**src/rtl/lsu_pkg.sv**
```systemverilog
// Shared types and helpers for the load/store unit.
// Size encodings, FSM states and byte-lane mask helpers.
package lsu_pkg;

  localparam logic [1:0] SIZE_B = 2'b00;
  localparam logic [1:0] SIZE_H = 2'b01;
  localparam logic [1:0] SIZE_W = 2'b10;
  localparam logic [1:0] SIZE_D = 2'b11;

  typedef enum logic [1:0] {
    S_IDLE,
    S_READ,
    S_WRITE,
    S_RESP
  } state_e;

  function automatic logic [63:0] size_mask(
    input logic [1:0] size,
    input logic [2:0] off
  );
    logic [7:0]  be;
    logic [63:0] m;
    unique case (size)
      SIZE_B:  be = 8'h01;
      SIZE_H:  be = 8'h03;
      SIZE_W:  be = 8'h0f;
      default: be = 8'hff;
    endcase
    be = be << off;
    for (int i = 0; i < 8; i++) begin
      m[i*8 +: 8] = {8{be[i]}};
    end
    return m;
  endfunction

  function automatic logic misaligned(
    input logic [1:0] size,
    input logic [2:0] off
  );
    unique case (size)
      SIZE_B:  return 1'b0;
      SIZE_H:  return off[0];
      SIZE_W:  return |off[1:0];
      default: return |off;
    endcase
  endfunction

  function automatic logic [2:0] align_off(
    input logic [1:0] size,
    input logic [2:0] off
  );
    unique case (size)
      SIZE_B:  return off;
      SIZE_H:  return {off[2:1], 1'b0};
      SIZE_W:  return {off[2], 2'b00};
      default: return 3'b000;
    endcase
  endfunction

endpackage

```
**src/rtl/load_store_unit_lane_align.sv**
```systemverilog
// Byte-lane extraction for loads and merge for partial stores.
// Purely combinational.
module lsu_lane_align
  import lsu_pkg::*;
(
  input  logic [63:0] line,
  input  logic [63:0] wdata,
  input  logic [2:0]  off,
  input  logic [1:0]  size,
  input  logic        is_unsigned,
  output logic [63:0] load_data,
  output logic [63:0] store_data
);

  logic [63:0] lane;
  logic [63:0] mask;
  logic        sgn;

  always_comb begin
    lane      = line >> {off, 3'b000};
    mask      = size_mask(size, off);
    sgn       = 1'b0;
    load_data = lane;
    unique case (size)
      SIZE_B: begin
        sgn       = lane[7] & ~is_unsigned;
        load_data = {{56{sgn}}, lane[7:0]};
      end
      SIZE_H: begin
        sgn       = lane[15] & ~is_unsigned;
        load_data = {{48{sgn}}, lane[15:0]};
      end
      SIZE_W: begin
        sgn       = lane[31] & ~is_unsigned;
        load_data = {{32{sgn}}, lane[31:0]};
      end
      default: load_data = lane;
    endcase
    store_data = (line & ~mask)
               | ((wdata << {off, 3'b000}) & mask);
  end

endmodule

```
**src/rtl/load_store_unit.sv**
```systemverilog
// Load/store master for data_memory: handshake, FSM,
// read-modify-write for partial stores, error on misalignment.
module load_store_unit
  import lsu_pkg::*;
#(
  parameter int ADDR_WIDTH  = 64,
  parameter bit CHECK_ALIGN = 1'b1
) (
  input  logic                  clock,
  input  logic                  reset,
  input  logic                  req_valid,
  output logic                  req_ready,
  input  logic                  req_write,
  input  logic [1:0]            req_size,
  input  logic                  req_unsigned,
  input  logic [ADDR_WIDTH-1:0] req_addr,
  input  logic [63:0]           req_wdata,
  output logic                  resp_valid,
  input  logic                  resp_ready,
  output logic [63:0]           resp_rdata,
  output logic                  resp_error,
  output logic                  mem_read,
  output logic                  mem_write,
  output logic [ADDR_WIDTH-1:0] mem_address,
  output logic [63:0]           mem_write_data,
  input  logic [63:0]           mem_read_data
);

  state_e                state_q, state_d;
  logic                  wr_q, wr_d;
  logic [1:0]            size_q, size_d;
  logic                  uns_q, uns_d;
  logic [2:0]            off_q, off_d;
  logic [63:0]           wdata_q, wdata_d;
  logic [63:0]           line_q, line_d;
  logic                  rvalid_q, rvalid_d;
  logic [63:0]           rdata_q, rdata_d;
  logic                  rerr_q, rerr_d;
  logic                  mrd_q, mrd_d;
  logic                  mwr_q, mwr_d;
  logic [ADDR_WIDTH-1:0] maddr_q, maddr_d;
  logic [63:0]           mwdata_q, mwdata_d;

  logic [2:0]  in_off;
  logic        in_mis;
  logic [63:0] line_src;
  logic [63:0] load_data;
  logic [63:0] store_data;

  assign in_off = req_addr[2:0];
  assign in_mis = CHECK_ALIGN ? misaligned(req_size, in_off)
                              : 1'b0;

  // Memory data is only valid while READ is driving mem_read.
  assign line_src = (state_q == S_READ) ? mem_read_data : line_q;

  lsu_lane_align u_align (
    .line        (line_src),
    .wdata       (wdata_q),
    .off         (off_q),
    .size        (size_q),
    .is_unsigned (uns_q),
    .load_data   (load_data),
    .store_data  (store_data)
  );

  always_comb begin
    state_d  = state_q;
    wr_d     = wr_q;
    size_d   = size_q;
    uns_d    = uns_q;
    off_d    = off_q;
    wdata_d  = wdata_q;
    line_d   = line_q;
    rvalid_d = rvalid_q;
    rdata_d  = rdata_q;
    rerr_d   = rerr_q;
    mrd_d    = mrd_q;
    mwr_d    = mwr_q;
    maddr_d  = maddr_q;
    mwdata_d = mwdata_q;
    unique case (state_q)
      S_IDLE: begin
        if (req_valid) begin
          wr_d    = req_write;
          size_d  = req_size;
          uns_d   = req_unsigned;
          off_d   = CHECK_ALIGN ? in_off
                                : align_off(req_size, in_off);
          wdata_d = req_wdata;
          maddr_d = {req_addr[ADDR_WIDTH-1:3], 3'b000};
          if (in_mis) begin
            state_d  = S_RESP;
            rvalid_d = 1'b1;
            rerr_d   = 1'b1;
            rdata_d  = '0;
          end else if (req_write && req_size == SIZE_D) begin
            state_d  = S_WRITE;
            mwr_d    = 1'b1;
            mwdata_d = req_wdata;
          end else begin
            state_d = S_READ;
            mrd_d   = 1'b1;
          end
        end
      end
      S_READ: begin
        line_d = mem_read_data;
        mrd_d  = 1'b0;
        if (wr_q) begin
          state_d  = S_WRITE;
          mwr_d    = 1'b1;
          mwdata_d = store_data;
        end else begin
          state_d  = S_RESP;
          rvalid_d = 1'b1;
          rerr_d   = 1'b0;
          rdata_d  = load_data;
        end
      end
      S_WRITE: begin
        mwr_d    = 1'b0;
        state_d  = S_RESP;
        rvalid_d = 1'b1;
        rerr_d   = 1'b0;
        rdata_d  = '0;
      end
      default: begin
        if (resp_ready) begin
          state_d  = S_IDLE;
          rvalid_d = 1'b0;
        end
      end
    endcase
  end

  always_ff @(posedge clock) begin
    if (reset) begin
      state_q  <= S_IDLE;
      wr_q     <= 1'b0;
      size_q   <= SIZE_B;
      uns_q    <= 1'b0;
      off_q    <= '0;
      wdata_q  <= '0;
      line_q   <= '0;
      rvalid_q <= 1'b0;
      rdata_q  <= '0;
      rerr_q   <= 1'b0;
      mrd_q    <= 1'b0;
      mwr_q    <= 1'b0;
      maddr_q  <= '0;
      mwdata_q <= '0;
    end else begin
      state_q  <= state_d;
      wr_q     <= wr_d;
      size_q   <= size_d;
      uns_q    <= uns_d;
      off_q    <= off_d;
      wdata_q  <= wdata_d;
      line_q   <= line_d;
      rvalid_q <= rvalid_d;
      rdata_q  <= rdata_d;
      rerr_q   <= rerr_d;
      mrd_q    <= mrd_d;
      mwr_q    <= mwr_d;
      maddr_q  <= maddr_d;
      mwdata_q <= mwdata_d;
    end
  end

  assign req_ready      = (state_q == S_IDLE);
  assign resp_valid     = rvalid_q;
  assign resp_rdata     = rdata_q;
  assign resp_error     = rerr_q;
  assign mem_read       = mrd_q;
  // A write pending on a reset edge must not commit.
  assign mem_write      = mwr_q & ~reset;
  assign mem_address    = maddr_q;
  assign mem_write_data = mwdata_q;

endmodule

```
**config.mk**
```make
export PLATFORM = sky130hd
export DESIGN_NAME = load_store_unit
export DESIGN_NICKNAME = d
export VERILOG_FILES = /design/src/rtl/lsu_pkg.sv /design/src/rtl/load_store_unit_lane_align.sv /design/src/rtl/load_store_unit.sv
export SDC_FILE = /design/constraint.sdc
export NUM_CORES = 1
export LEC_CHECK = 0
export CAP_MARGIN = 20
export CORE_MARGIN = 8
export CORE_UTILIZATION = 44
export CTS_CLUSTER_SIZE = 40
export DETAILED_ROUTE_END_ITERATION = 7
export PLACE_DENSITY = 0.82
export SYNTH_ARGS = -nofsm -noshare
export SYNTH_HDL_FRONTEND = slang
export SYNTH_SLANG_ARGS = --single-unit
```
**constraint.sdc**
```tcl
create_clock -name clock -period 5.95 [get_ports clock]
set_input_delay 1.785 -clock clock [delete_from_list [all_inputs] [get_ports clock]]
set_output_delay 1.785 -clock clock [all_outputs]
set_load 0.1 [all_outputs]
```
==> impl_metrics.tcl, run 1 <==
set metrics [dict create \
    status "finished, final reports clean" \
    synth-warning-count 0 \
    grt_pass1_wl_um 106000 \
    std_cell_rows 71 \
    clockBufferDepth 3 \
    cp-startpoint "state_q[1]" \
    worstPathRequired_ns 4.16 \
    path_cells "inv_1, ha_1, clkdlybuf4s50_1" \
    r2r_start "state_q[1]" \
    crit_path_start_kind "flop" \
    post-route-util 0.590 \
    place_congestion 0.957 \
    grt-ovfl-total 0 \
    drt-initial-drc-count 2214 \
    slowest_delay_ns 1.25 \
    drive_above_1_share 0.0789 \
    ys_seq_elements 330 \
    synth_edf_count 0 \
    cts_tree "built" \
    numCtsBuffers 39 \
    min_from "mem_address[6]" \
    place_hpwl_um 53600 \
    seq_area_frac_synth 0.391 \
    maxSlewHeadroom 0.209 \
    viasPerCell 6.09 \
    rsz0062_at_grt "false" \
    ctsRootBufferMaster "clkbuf_16" \
    drt_wl_total_um 72600 \
    dieWidth_um 212 \
    final_common_cell "clkdlybuf4s50_1" \
    ys_types 65 \
    period_minus_slack_ns 4.59 \
    max_freq_mhz 218 \
    vias 17500 \
    setup_tns_ns 0 \
    grt_use_total 0.307 \
    fp.dieH_um 212 \
    netlist_area_mm2 0.0169 \
    clock_latency_ns 0.57 \
    antenna_found_initial 6 \
    synth_ff_type "dfxtp_1" \
    port_buffers 393 \
    dieArea_mm2 0.0449 \
    clock_skew_ns 0.0260 \
    netlist_instances 2050 \
    place_area_mm2 0.0209 \
    slew_violations 0 \
    start_util 0.447 \
    post_drt_wl_per_cell_um 25.2 \
    finalHoldViolCount 0 \
    cap_violations 0 \
    ir_drop_v 0.000494 \
    layout_common_cells "clkdlybuf4s50_1, nand2_1, dfxtp_1, a21oi_1, nor2_1" \
    min_path_type "reg -> reg" \
    grt_max_degree 114 \
    cp-end-kind "output pin" \
    crit_buf_inv 2 \
    p_leak_nw 7.87 \
    powerDensity_mw_per_mm2 543 \
    cts.sinks 330 \
    drt_first_pass_iters 6 \
    ioPinCount 397 \
    crit_slowest_cell "clkdlybuf4s50_1" \
    cts_setup_buffers 0 \
    tightest_slew_ns 1.19 \
    drc_errors 0 \
    grt_pass1_vias 16700 \
    ctsResizeCount 0 \
    path_class "reg -> out" \
    fin_nets 2532 \
    synthArstFlopShare 0 \
    clk_pin_slew_ns 0.06 \
    area_delta_synth_final_pct 31.8 \
    fin_crit_sh 0.772 \
    setup_viol 0 \
    fp.coreArea_mm2 0.0378 \
    syn_avg_cell_area_um2 8.24 \
    htreeDepth 2 \
    critPathArrivalTime_ns 2.81 \
    finalPower_mw 12.1 \
    final_area_mm2 0.0223 \
    cp_max_fo 12 \
    hold_buffers 0 \
    cp_top_family "buffers and inverters" \
    ant_nets 0 \
]
[cell type report]
cell class,count,area [µm²]
multi-input combinational,1507,9330
inverter,26,97.6
tap,511,639
clock buffer,58,1160
antenna,8,20.0
clock inverter,12,199
timing repair buffer,424,4220
fill,3306,15500
sequential,330,6620
[final timing paths]
kind	to	slack, ns	cells past startpoint
worst min register to register	mem_address[6]	0.45	2
worst min-delay path	mem_address[6]	0.45	2
worst max-delay path	req_ready	1.36	3
worst max register to register	resp_rdata[22]	1.95	9
[state kept, by name, summed over array words and instances, names as in the netlist]
| register | cells |
|---|---|
| line_q | 64 |
| mem_address | 61 |
| mem_read | 1 |
| mem_write_data | 64 |
| mwr_q | 1 |
| off_q | 3 |
| resp_error | 1 |
| resp_rdata | 64 |
| resp_valid | 1 |
| size_q | 2 |
| state_q | 2 |
| uns_q | 1 |
| wdata_q | 64 |
| wr_q | 1 |
[stage by stage]
stage	std cells	hold WS [ns]	worst slack, ns
after floorplan	2052	0.433	0.661
after detailed placement	2796	0.447	1.26
final	2876	0.452	1.36
after global placement	2796	0.442	1.39
after global routing	2869	0.470	1.29
after CTS	2866	0.455	1.34
[worst reg2reg max path, cell delays in order, from the launching register on]
cell,delay (ns)
dfxtp_1,0.34
inv_1,0.12
ha_4,0.81
mux2i_1,0.50
a22oi_1,0.24
nand2_1,0.17
o31ai_4,0.79
nor2_2,0.36
buf_4,0.31
a311oi_1,0.26
[Yosys cell counts (all sizes together) (13+ instances only)]
| library cell | number | area share |
|---|---|---|
| inv | 26 | 0.0058 |
| mux4 | 29 | 0.039 |
| nor2b | 15 | 0.0056 |
| o2bb2ai | 17 | 0.0092 |
| nand2b | 13 | 0.0048 |
| a22oi | 29 | 0.014 |
| a211oi | 102 | 0.046 |
| a31oi | 30 | 0.012 |
| a2bb2oi | 14 | 0.0073 |
| nor2 | 204 | 0.046 |
| nor3 | 22 | 0.0074 |
| dfxtp | 330 | 0.39 |
| a21oi | 282 | 0.084 |
| nand2 | 366 | 0.081 |
| buf | 103 | 0.035 |
| mux2 | 29 | 0.019 |
| o211ai | 18 | 0.0080 |
| nand3 | 31 | 0.0092 |
| clkbuf | 86 | 0.019 |
| mux2i | 143 | 0.085 |
| o21ai | 36 | 0.011 |
| nor4 | 17 | 0.0063 |
| a211o | 14 | 0.0073 |
[power by group]
group	leakage (nW)	internal [mW]	switching, mW	total, mW
clock	0.652	1.53	1.01	2.54
sequential	2.70	2.68	0.387	3.07
combinational	4.53	1.76	4.73	6.49
[layer usage]
layer / part of all wire / vias up / track usage
met5: 0.00070 / - / 0
met3: 0.12 / 164 / 0.0929
met2: 0.45 / 1050 / 0.471
met4: 0.036 / 8 / 0.119
li1: - / 7906 / -
met1: 0.40 / 8385 / 0.401
[cells by family after synthesis]
group / synth area share
compound gates: 0.233
fa+ha+maj: 0.00296
buf+inv: 0.0595
flops: 0.391
mux: 0.143
other cells: 0.000222
simple gates: 0.171
No activity file was read; power rests on OpenSTA's default activity.
==> inputs of run 2 (changes only) <==
--- a/config.mk
+++ b/config.mk
@@ -10,7 +10,7 @@
 export CORE_UTILIZATION = 44
 export CTS_CLUSTER_SIZE = 40
 export DETAILED_ROUTE_END_ITERATION = 7
-export PLACE_DENSITY = 0.82
+export PLACE_DENSITY = 0.85
 export SYNTH_ARGS = -nofsm -noshare
 export SYNTH_HDL_FRONTEND = slang
 export SYNTH_SLANG_ARGS = --single-unit
==> constraint.sdc (replaced) <==
create_clock -name clock -period 4 [get_ports clock]
set_input_delay 1.2 -clock clock [delete_from_list [all_inputs] [get_ports clock]]
set_output_delay 1.2 -clock clock [all_outputs]
set_load 0.1 [all_outputs]
==> impl_metrics.tcl, run 2 (synthesis gave the netlist of run 1 again) <==
set metrics [dict create \
    std_cell_rows 71 \
    htreeDepth 2 \
    viasPerCell 6.06 \
    ioPinCount 397 \
    port_buffers 393 \
    slew_violations 0 \
    cp-end-kind "flop" \
    drt-initial-drc-count 2208 \
    ctsRootBufferMaster "clkbuf_16" \
    start_util 0.447 \
    layout_common_cells "nand2_1, dfxtp_1, a21oi_1, clkdlybuf4s50_1, nor2_1" \
    cts_setup_buffers 0 \
    powerDensity_mw_per_mm2 801 \
    place_hpwl_um 53700 \
    worstPathRequired_ns 4.45 \
    finalHoldViolCount 0 \
    grt_pass1_wl_um 104000 \
    crit_path_start_kind "input pin" \
    grt_use_total 0.303 \
    clock_skew_ns 0.0180 \
    dieWidth_um 212 \
    whs_ns 0.454 \
    fp.dieH_um 212 \
    area_delta_synth_final_pct 29.7 \
    post_drt_wl_per_cell_um 24.8 \
    dieArea_mm2 0.0449 \
    path_cells "clkdlybuf4s50_1, mux2i_1, a22oi_1, nand2_1, o31ai_4, nor2_2, buf_4, a311oi_1" \
    drive_above_1_share 0.149 \
    rsz0062_at_grt "false" \
    grt-ovfl-total 0 \
    antenna_found_initial 2 \
    slowest_delay_ns 0.76 \
    clockBufferDepth 3 \
    place_congestion 0.997 \
    hold_buffers 0 \
    p_leak_nw 8.19 \
    period_minus_slack_ns 3.35 \
    cts.sinks 330 \
    ir_drop_v 0.000777 \
    status "finished, final reports clean" \
    drt_wl_total_um 71400 \
    crit_slowest_cell "o31ai_4" \
    min_path_type "reg -> reg" \
    clock_latency_ns 0.56 \
    tightest_slew_ns 1.04 \
    antennaDiodeCount 0 \
    critPathArrivalTime_ns 3.79 \
    cp_max_fo 22 \
    setup_viol 0 \
    fin_nets 2556 \
    maxSlewHeadroom 0.305 \
    path_class "in -> reg" \
    drt_first_pass_iters 8 \
    fin_crit_sh 0.837 \
    grt_pass1_vias 16600 \
    clk_pin_slew_ns 0.06 \
    fp.coreArea_mm2 0.0378 \
    numCtsBuffers 38 \
    cap_violations 0 \
    ctsResizeCount 0 \
    grt_max_degree 184 \
    ant_nets 0 \
    final_common_cell "nand2_1" \
    vias 17500 \
    max_freq_mhz 299 \
    setup_tns_ns 0 \
    cts_tree "built" \
    drc_errors 0 \
]
-- run 2: per-stage QoR --
| stage | setup WS [ns] | util | std cells | total power [mW] | area [µm²] |
|---|---|---|---|---|---|
| after global placement | 0.337 | 0.550 | 2823 | 14.0 | 20800 |
| after floorplan | 0.402 | - | 2052 | 11.4 | 16900 |
| final | 0.650 | 0.580 | 2885 | 17.6 | 21900 |
| after CTS | 0.676 | 0.580 | 2885 | 17.4 | 21900 |
| after detailed placement | 0.183 | 0.550 | 2823 | 14.1 | 20800 |
| after global routing | 0.480 | 0.580 | 2885 | 18.2 | 21900 |
-- run 2: final cells by class --
cell class	instances	area (µm²)
Sequential cell	330	6620
Timing Repair Buffer	449	4090
Inverter	26	97.6
Clock inverter	12	113
Clock buffer	50	1030
Tap cell	511	639
Fill cell	3321	15800
Multi-Input combinational cell	1507	9330
-- run 2: path summary, 6_finish.rpt --
path                     start               to  slack, ns  depth (start not counted)
min            mem_address[15]  mem_address[15]       0.45                          2
max reg2reg         state_q[1]   resp_rdata[42]       0.86                          9
min reg2reg    mem_address[15]  mem_address[15]       0.45                          2
max          mem_read_data[39]   resp_rdata[20]       0.65                          8
-- run 2: report_power, final --
group	switching, mW	total [mW]	internal (mW)	leakage, nW
Sequential	0.563	4.55	3.99	2.70
Clock	1.43	3.30	1.87	0.555
Combinational	7.05	9.70	2.65	4.94
Total	9.04	17.6	8.51	8.19
-- run 2: critical path: cells and delay by family --
family	cells	cell delay (ns)
AOI/OAI and AO/OA	3	1.29
buffers and inverters	2	0.80
muxes	1	0.23
and+or+nand+nor	2	0.27
-- run 2: metal layers --
metal	track usage	share of wire	wire length, µm
met4	0.111	0.036	2580
met2	0.462	0.45	32000
met1	0.401	0.40	28700
met5	0	0.00041	29
met3	0.0881	0.11	8190
